$ cat src/rtl/frame_align.sv
// Frame-clock alignment controller: issues ISERDES bitslips until the frame word
// matches FRAME_PATTERN. Optional realign statistics via `FRAME_ALIGN_STATS_EN`.
module frame_align #(
  parameter int unsigned              FRAME_WIDTH   = 8,
  parameter logic [FRAME_WIDTH-1:0]   FRAME_PATTERN = 8'hF0,
  parameter int unsigned              SETTLE_CYCLES = 4,
  parameter int unsigned              MATCH_COUNT   = 16,
  parameter int unsigned              LOSS_COUNT    = 4,
  parameter int unsigned              MAX_SLIPS     = 8
) (
  input  logic                   adc_clock,
  input  logic                   rst_n,
  input  logic                   enable,
  input  logic                   mmcm_locked,
  input  logic [FRAME_WIDTH-1:0] frame_data,
  output logic                   bitslip,
  output logic [3:0]             bitslip_count,
  output logic                   clk_align_frame_valid,
  output logic                   align_error,
  output logic [15:0]            realign_count
);

  localparam int unsigned SET_W   = $clog2(SETTLE_CYCLES + 1);
  localparam int unsigned MATCH_W = $clog2(MATCH_COUNT + 1);
  localparam int unsigned LOSS_W  = $clog2(LOSS_COUNT + 1);

  typedef enum logic [2:0] {
    S_IDLE      = 3'd0,
    S_WAIT_LOCK = 3'd1,
    S_SETTLE    = 3'd2,
    S_CHECK     = 3'd3,
    S_SLIP      = 3'd4,
    S_LOCKED    = 3'd5,
    S_FAIL      = 3'd6
  } state_e;

  state_e             state_q, state_d;
  logic [SET_W-1:0]   settle_q, settle_d;
  logic [MATCH_W-1:0] match_q, match_d;
  logic [LOSS_W-1:0]  loss_q, loss_d;
  logic [3:0]         slips_q, slips_d;
  logic               bitslip_q, bitslip_d;
  logic               valid_q, valid_d;
  logic               error_q, error_d;
  logic               frame_match_c;

  assign frame_match_c = (frame_data == FRAME_PATTERN);

  // Next-state logic; enable and MMCM lock override every state.
  always_comb begin
    state_d   = state_q;
    settle_d  = settle_q;
    match_d   = match_q;
    loss_d    = loss_q;
    slips_d   = slips_q;
    bitslip_d = 1'b0;
    valid_d   = valid_q;
    error_d   = error_q;

    if (!enable) begin
      state_d  = S_IDLE;
      settle_d = '0;
      match_d  = '0;
      loss_d   = '0;
      slips_d  = '0;
      valid_d  = 1'b0;
      error_d  = 1'b0;
    end else if (!mmcm_locked && (state_q != S_IDLE) && (state_q != S_WAIT_LOCK)) begin
      // ISERDES is reset together with the MMCM, so the slip history is void.
      state_d  = S_WAIT_LOCK;
      settle_d = '0;
      match_d  = '0;
      loss_d   = '0;
      slips_d  = '0;
      valid_d  = 1'b0;
      error_d  = 1'b0;
    end else begin
      unique case (state_q)
        S_IDLE: begin
          valid_d = 1'b0;
          error_d = 1'b0;
          slips_d = '0;
          state_d = S_WAIT_LOCK;
        end
        S_WAIT_LOCK: begin
          if (mmcm_locked) begin
            state_d  = S_SETTLE;
            settle_d = SET_W'(SETTLE_CYCLES - 1);
          end
        end
        S_SETTLE: begin
          if (settle_q == '0) begin
            state_d = S_CHECK;
            match_d = '0;
          end else begin
            settle_d = settle_q - SET_W'(1);
          end
        end
        S_CHECK: begin
          if (frame_match_c) begin
            if (match_q == MATCH_W'(MATCH_COUNT - 1)) begin
              state_d = S_LOCKED;
              valid_d = 1'b1;
              loss_d  = '0;
            end else begin
              match_d = match_q + MATCH_W'(1);
            end
          end else if (slips_q < 4'(MAX_SLIPS - 1)) begin
            state_d   = S_SLIP;
            bitslip_d = 1'b1;
            slips_d   = slips_q + 4'd1;
          end else begin
            state_d = S_FAIL;
            error_d = 1'b1;
          end
        end
        S_SLIP: begin
          state_d  = S_SETTLE;
          settle_d = SET_W'(SETTLE_CYCLES - 1);
        end
        S_LOCKED: begin
          if (frame_match_c) begin
            loss_d = '0;
          end else if (loss_q == LOSS_W'(LOSS_COUNT - 1)) begin
            state_d = S_CHECK;
            valid_d = 1'b0;
            loss_d  = '0;
            match_d = '0;
          end else begin
            loss_d = loss_q + LOSS_W'(1);
          end
        end
        S_FAIL: begin
          error_d = 1'b1;
        end
        default: begin
          state_d = S_IDLE;
        end
      endcase
    end
  end

  always_ff @(posedge adc_clock or negedge rst_n) begin
    if (!rst_n) begin
      state_q   <= S_IDLE;
      settle_q  <= '0;
      match_q   <= '0;
      loss_q    <= '0;
      slips_q   <= '0;
      bitslip_q <= 1'b0;
      valid_q   <= 1'b0;
      error_q   <= 1'b0;
    end else begin
      state_q   <= state_d;
      settle_q  <= settle_d;
      match_q   <= match_d;
      loss_q    <= loss_d;
      slips_q   <= slips_d;
      bitslip_q <= bitslip_d;
      valid_q   <= valid_d;
      error_q   <= error_d;
    end
  end

  assign bitslip               = bitslip_q;
  assign bitslip_count         = slips_q;
  assign clk_align_frame_valid = valid_q;
  assign align_error           = error_q;

`ifdef FRAME_ALIGN_STATS_EN
  logic [15:0] realign_q;
  logic        loss_evt_c;

  // Same condition as the LOCKED-to-CHECK transition above, with overrides excluded.
  assign loss_evt_c = enable && mmcm_locked && (state_q == S_LOCKED) && !frame_match_c &&
                      (loss_q == LOSS_W'(LOSS_COUNT - 1));

  always_ff @(posedge adc_clock or negedge rst_n) begin
    if (!rst_n) begin
      realign_q <= '0;
    end else if (!enable) begin
      realign_q <= '0;
    end else if (loss_evt_c && (realign_q != 16'hFFFF)) begin
      realign_q <= realign_q + 16'd1;
    end
  end

  assign realign_count = realign_q;
`else
  assign realign_count = 16'd0;
`endif

endmodule

$ cat config.mk
export PLATFORM = sky130hd
export DESIGN_NAME = frame_align
export DESIGN_NICKNAME = d
export VERILOG_FILES = /design/src/rtl/frame_align.sv
export SDC_FILE = /design/constraint.sdc
export NUM_CORES = 1
export LEC_CHECK = 0
export CELL_PAD_IN_SITES_DETAIL_PLACEMENT = 1
export CELL_PAD_IN_SITES_GLOBAL_PLACEMENT = 2
export CORE_ASPECT_RATIO = 2
export CORE_MARGIN = 2
export CORE_UTILIZATION = 26
export DETAILED_ROUTE_END_ITERATION = 12
export PLACE_DENSITY = 0.84
export RECOVER_POWER = 25
export SLEW_MARGIN = 10
export SYNTH_ARGS = -nofsm -noshare
export SYNTH_HDL_FRONTEND = slang
export SYNTH_SLANG_ARGS = --single-unit
$ cat constraint.sdc
create_clock -name adc_clock -period 2.1 [get_ports adc_clock]
set_clock_uncertainty 0.2 [all_clocks]
set_input_delay 0.42 -clock adc_clock [delete_from_list [all_inputs] [get_ports adc_clock]]
set_output_delay 0.42 -clock adc_clock [all_outputs]
set_load 0.02 [all_outputs]
==> metrics.yaml, run 1 <==
outcome: "completed"
insertion_delay_ns: 0.28
critPathMaxFanout: 2
detailroute.via_count: 1375
layout_common_cells: "buf_4, dfrtp_1, conb_1"
arrival_time_at_the_worst_endpoint_ns: 2.01
filler_cell_count: 654
min_delay_worst_endpoint: "loss_q[2]$_DFFE_PN0P_"
ys.flop_type: "dfrtp_1"
critical_path.endpoint_type: "flip-flop"
dieArea_um2: 6151
min_path_cells: 1
register_bit_total_from_synthesis: 21
layout_commonest_cell: "buf_4"
setup.reg_to_reg.worst_slack_ns: 0.05
die_h_um: 108.9
min-delay-path-class: "reg -> reg"
placeableCoreArea_um2: 5373
cts_buffers: 3
numPortBuffers: 18
synthDominantAreaCellType: "dfrtp_1"
grt_pass1_wl_um: 6865
asyncSetResetFlopFracSynth: 1.000
holdBufCountCts: 0
cts.reportedPaths.clkPinSlew_ns: 0.09
path_class: "reg -> reg"
finalWeightedCongestion: 0.7997
total_power_per_unit_cell_area_nw_per_um2: 770.2
post-route-period-util: 0.9782
max-vdd-ir-drop_mv: 0.3474
global_route.usage.total: 0.1463
detail_route.vias_per_cell: 4.928
clock_tree_from_tritoncts: "yes"
die-width_um: 56.47
netlist.area_leader.share: 0.3671
reg2reg_from: "settle_q[0]$_DFFE_PN0P_"
antenna_violations_before_repair: 0
seq_power_share: 0.332
globalRouteOverflowTotal: 0
area.sequential_um2: 526.8
synth.cell_area_um2: 1431
static-leakage-power_nw: 0.9855
postRouteAntennaNets: 0
drc: 0
max_cap_viol_count: 0
power.net_switching_mw: 0.5915
grt_setup_unrepaired: "yes"
worst_path_largest_cell_delay_ns: 0.38
per_instance_average_area_after_synthesis_um2: 8.891
post-layout-total-power_mw: 1.561
proportion_of_layout_cells_with_a_drive_suffix_above_1: 0.3014
final.setup.tns_ns: 0
start_kind: "flip-flop"
finalHoldViolCount: 0
synthesis_warning_total: 0
deepest_clock_path_buffer_count: 2
area_of_the_multi_input_gates_um2: 857.1
switching_fraction: 0.3789
route.detailed.wl_per_inst_um: 15.28
origin_of_the_worst_min_delay_path: "loss_q[2]$_DFFE_PN0P_"
floorplan.rows: 38
post_synth_main_area_contributors: "dfrtp_1, buf_4, ha_1"
initial_core_util: 0.2664
synth_edf_count: 0
cts.htree.levels: 1
clock_sinks: 21
final_setup_violation_count: 0
power_report.internal_total_mw: 0.9695
root_cell_of_the_clock_tree: "clkbuf_8"
drt_first_pass_iters: 4
yosysSeqAreaShare: 0.3671
synthDistinctLibCells: 46
synth_cells: 161
finalCriticalPeriod_ns: 2.054
boundaryPins: 35
critical_path.slowest_cell: "dfrtp_1"
nNetsFinal: 238
drt_first_iter_violations: 24
syn_to_layout_area_delta_pct: 41.61
fmax_mhz: 486.8
routed_wire_length_um: 4262
first_global_vias: 1534
place_hpwl_um: 3357
pin_count_of_the_biggest_net_entering_global_routing: 22
power_frac_comb: 0.485
r2r_cells: 8
timing_max_transition_violations_final: 0
clkPwrFrac: 0.183
crit_path_cell_trace: "inv_1 > ha_2 > ha_4 > nand2b_1 > and3_1 > o21ai_2 > o311a_1 > mux2_1"
rr_endpoint: "state_q[0]$_DFFE_PN0P_"
cp_required_ns: 2.06
antenna_cells_inserted: 0
## cell type report
type	count	area share
timing repair buffer	60	0.2463
tap	60	0.03704
sequential	21	0.2599
multi-input combinational	128	0.4228
inverter	6	0.01111
clock buffer	3	0.02037
clock inverter	1	0.002469
## per-layer routing
metal,vias up,share of wire,GRT usage
li1,664,-,-
met1,674,0.33,0.1196
met2,27,0.61,0.3065
met3,10,0.021,0.01305
met4,0,0.044,0.09864
met5,-,0,0
## cells in the mapped netlist (all sizes together) (2+ instances only)
library cell and count:
dfrtp 21, buf 19, nor2 15, nand2 11, o21ai 10, a21oi 9
nand3 9, ha 6, inv 6, mux2 5, nand2b 5, a211oi 3
nand4 3, a21boi 2, a21o 2, a22o 2, a31oi 2, a32o 2
and3 2, clkbuf 2, nor2b 2, nor3 2, o22ai 2, or2 2
or3 2, or4 2
## power by group through the flow
stage               clock network, mW  logic, mW  registers (mW)
floorplan                           0      0.395           0.507
global placement                    0      0.679           0.522
detailed placement                  0      0.698           0.523
CTS                             0.291      0.713           0.515
global route                    0.318      0.838           0.529
finish                          0.286      0.757           0.518
## repair_timing
item                                    CTS  global route
pin swaps                                 8             6
resized for setup                        10            15
endpoints found under the setup margin    7             8
setup buffers                             3             1
## flip-flops by register name, summed over array words and instances, names as in the netlist
signal	cells
match_q	5
bitslip_count	4
loss_q	3
settle_q	3
state_q	3
align_error	1
bitslip	1
clk_align_frame_valid	1
## critical path, delay by kind of cell (launching register included)
kind                     cells  cell delay (ns)
AND/OR/NAND/NOR              2             0.24
buffers and inverters        1             0.06
adder cells (fa/ha/maj)      2             0.33
flip-flops                   1             0.38
multiplexers                 1             0.34
AO/OA/AOI/OAI                2             0.39
## worst max-delay path by stage
stage / end / slack, ns / startpoint / depth (start not counted)
global placement: match_q[1]$_DFFE_PN0P_ / -0.34 / mmcm_locked / 7
detailed placement: state_q[1]$_DFFE_PN0P_ / -0.40 / frame_data[1] / 6
CTS: match_q[1]$_DFFE_PN0P_ / 0.02 / enable / 7
global route: state_q[0]$_DFFE_PN0P_ / -0.03 / settle_q[1]$_DFFE_PN0P_ / 8
floorplan: match_q[1]$_DFFE_PN0P_ / 0.06 / match_q[0]$_DFFE_PN0P_ / 7
finish: state_q[0]$_DFFE_PN0P_ / 0.05 / settle_q[0]$_DFFE_PN0P_ / 8
## metrics by stage
step	area [um^2]	util	instances	setup slack (ns)	hold WS, ns
2_1_floorplan	1488	-	176	0.06348	-0.07559
3_3_place_gp	1886	0.3510	271	-0.3367	0.2661
3_5_place_dp	1886	0.3510	271	-0.3970	0.2712
4_1_cts	1969	0.3666	278	0.02051	0.2902
5_1_grt	2027	0.3773	279	-0.02844	0.3272
6_report	2027	0.3773	279	0.04580	0.2882
## logic make-up (layout without fill, tap and decap cells)
kind of cell             Yosys count  count (layout)  share of synthesized area
AO/OA/AOI/OAI                     40              40                     0.1853
adder cells (fa/ha/maj)            6               6                    0.05245
buffers and inverters             27              70                     0.1154
flip-flops                        21              21                     0.3671
multiplexers                       6               6                    0.04633
other                              1              16                   0.002620
AND/OR/NAND/NOR                   60              60                     0.2308
(Power assumes the default switching activity.)
==> inputs of run 2 (changes only) <==
--- a/config.mk
+++ b/config.mk
@@ -5,14 +5,16 @@
 export SDC_FILE = /design/constraint.sdc
 export NUM_CORES = 1
 export LEC_CHECK = 0
+export CAP_MARGIN = 20
 export CELL_PAD_IN_SITES_DETAIL_PLACEMENT = 1
 export CELL_PAD_IN_SITES_GLOBAL_PLACEMENT = 2
 export CORE_ASPECT_RATIO = 2
 export CORE_MARGIN = 2
 export CORE_UTILIZATION = 26
 export DETAILED_ROUTE_END_ITERATION = 12
-export PLACE_DENSITY = 0.84
+export PLACE_DENSITY = 0.75
 export RECOVER_POWER = 25
+export REMOVE_ABC_BUFFERS = 1
 export SLEW_MARGIN = 10
 export SYNTH_ARGS = -nofsm -noshare
 export SYNTH_HDL_FRONTEND = slang
==> metrics.yaml, run 2 (same netlist as run 1, synthesis figures left out) <==
drt_first_pass_iters: 4
critPathMaxFanout: 4
first_global_vias: 1451
cts.reportedPaths.clkPinSlew_ns: 0.08
fin_util: 0.3673
fmax_mhz: 483.8
nNetsFinal: 231
global_route.usage.total: 0.1407
antenna_cells_inserted: 0
final_setup_violation_count: 0
cts.htree.levels: 1
postRouteAntennaNets: 0
static-leakage-power_nw: 0.9208
finalWeightedCongestion: 0.7681
min-delay-path-class: "reg -> reg"
cts_buffers: 3
finalCriticalPeriod_ns: 2.067
detail_route.vias_per_cell: 5.011
drc: 0
outcome: "completed"
die-width_um: 56.47
finalHoldViolCount: 0
total_power_per_unit_cell_area_nw_per_um2: 745.3
route.detailed.wl_per_inst_um: 14.74
proportion_of_layout_cells_with_a_drive_suffix_above_1: 0.2783
deepest_clock_path_buffer_count: 2
worst_slew_pin_slew_ns: 1.195
largest_reg_flops: 5
globalRouteOverflowTotal: 0
floorplan.rows: 38
filler_cell_count: 664
slew-limit-headroom: 0.2031
grt_setup_unrepaired: "yes"
clock_sinks: 21
numPortBuffers: 18
final_cells: 272
syn_to_layout_area_delta_pct: 37.85
critical_path.endpoint_type: "flip-flop"
start_kind: "input port"
place_hpwl_um: 3103
arrival_time_at_the_worst_endpoint_ns: 2.02
insertion_delay_ns: 0.27
antenna_violations_before_repair: 0
clock_tree_from_tritoncts: "yes"
place.detailed.instances: 264
max_cap_viol_count: 0
grt_pass1_wl_um: 6755
cp_required_ns: 2.05
drt_first_iter_violations: 11
layout_commonest_cell: "buf_4"
layout_common_cells: "buf_4, dfrtp_1, conb_1"
final.setup.tns_ns: 0
max-vdd-ir-drop_mv: 0.4267
placeableCoreArea_um2: 5373
dieArea_um2: 6151
initial_core_util: 0.2664
post-route-period-util: 0.9843
detailroute.via_count: 1363
timing_max_transition_violations_final: 0
holdBufCountCts: 0
boundaryPins: 35
root_cell_of_the_clock_tree: "clkbuf_8"
pin_count_of_the_biggest_net_entering_global_routing: 22
path_class: "in -> reg"
top_register: "match_q"
routed_wire_length_um: 4009
die_h_um: 108.9
run 2: cell types whose count changed in the layout (fill, tap and decap cells not counted), moves of 2 or more:
cell / before / now
buf_4: 41 / 34
clkbuf_1: 0 / 2
clkdlybuf4s50_1: 11 / 13
dlymetal6s2s_1: 2 / 0
run 2: worst max-delay path: stages:
cell             delay (ns)
clkdlybuf4s50_1        0.51
nand3_2                0.14
or2_4                  0.27
o311a_1                0.36
mux2_1                 0.31
run 2: through the flow:
step	area, um^2	hold WS [ns]	worst slack, ns	power [mW]
2_1_floorplan	1345	-0.07559	0.06348	0.8625
3_3_place_gp	1833	0.2751	-0.3268	1.153
3_5_place_dp	1833	0.2757	-0.3637	1.163
4_1_cts	1919	0.2942	0.004106	1.467
5_1_grt	1973	0.3332	-0.02066	1.598
6_report	1973	0.2849	0.03302	1.471
run 2: layer usage:
metal,part of all wire,track usage,vias to the layer above,wire length [um]
met5,0,0,-,0
met4,0.020,0.05612,0,79
met3,0.028,0.01186,7,114
met2,0.60,0.2965,26,2397
met1,0.35,0.1309,681,1418
li1,-,-,649,-
run 2: worst paths after layout:
| path | slack (ns) | start | cells after the start | to |
|---|---|---|---|---|
| max | 0.03 | enable | 5 | state_q[0]$_DFFE_PN0P_ |
| min | 0.28 | loss_q[2]$_DFFE_PN0P_ | 1 | loss_q[2]$_DFFE_PN0P_ |
| max reg2reg | 0.06 | settle_q[0]$_DFFE_PN0P_ | 8 | state_q[0]$_DFFE_PN0P_ |
| min reg2reg | 0.28 | loss_q[2]$_DFFE_PN0P_ | 1 | loss_q[2]$_DFFE_PN0P_ |
| max in group asynchronous | 0.27 | rst_n | 2 | state_q[0]$_DFFE_PN0P_ |
| min in group asynchronous | 0.64 | rst_n | 2 | match_q[2]$_DFFE_PN0P_ |
run 2: area by class of cell:
class | count | area, um^2 | share of cell area
multi-input combinational | 128 | 870.8 | 0.4413
clock buffer | 4 | 45.04 | 0.02283
tap | 60 | 75.07 | 0.03805
inverter | 6 | 22.52 | 0.01141
timing repair buffer | 53 | 432.9 | 0.2194
sequential | 21 | 526.8 | 0.2670
run 2: repair_timing:
item,CTS,global route
pin swaps,7,6
gates cloned,0,0
setup endpoints to repair,7,8
setup buffers,3,2
gates resized for setup,12,13
run 2: where the power goes:
| group | switching (mW) | total (mW) | internal [mW] |
|---|---|---|---|
| Sequential | 0.0634 | 0.518 | 0.455 |
| Clock | 0.145 | 0.280 | 0.136 |
| Combinational | 0.348 | 0.672 | 0.325 |
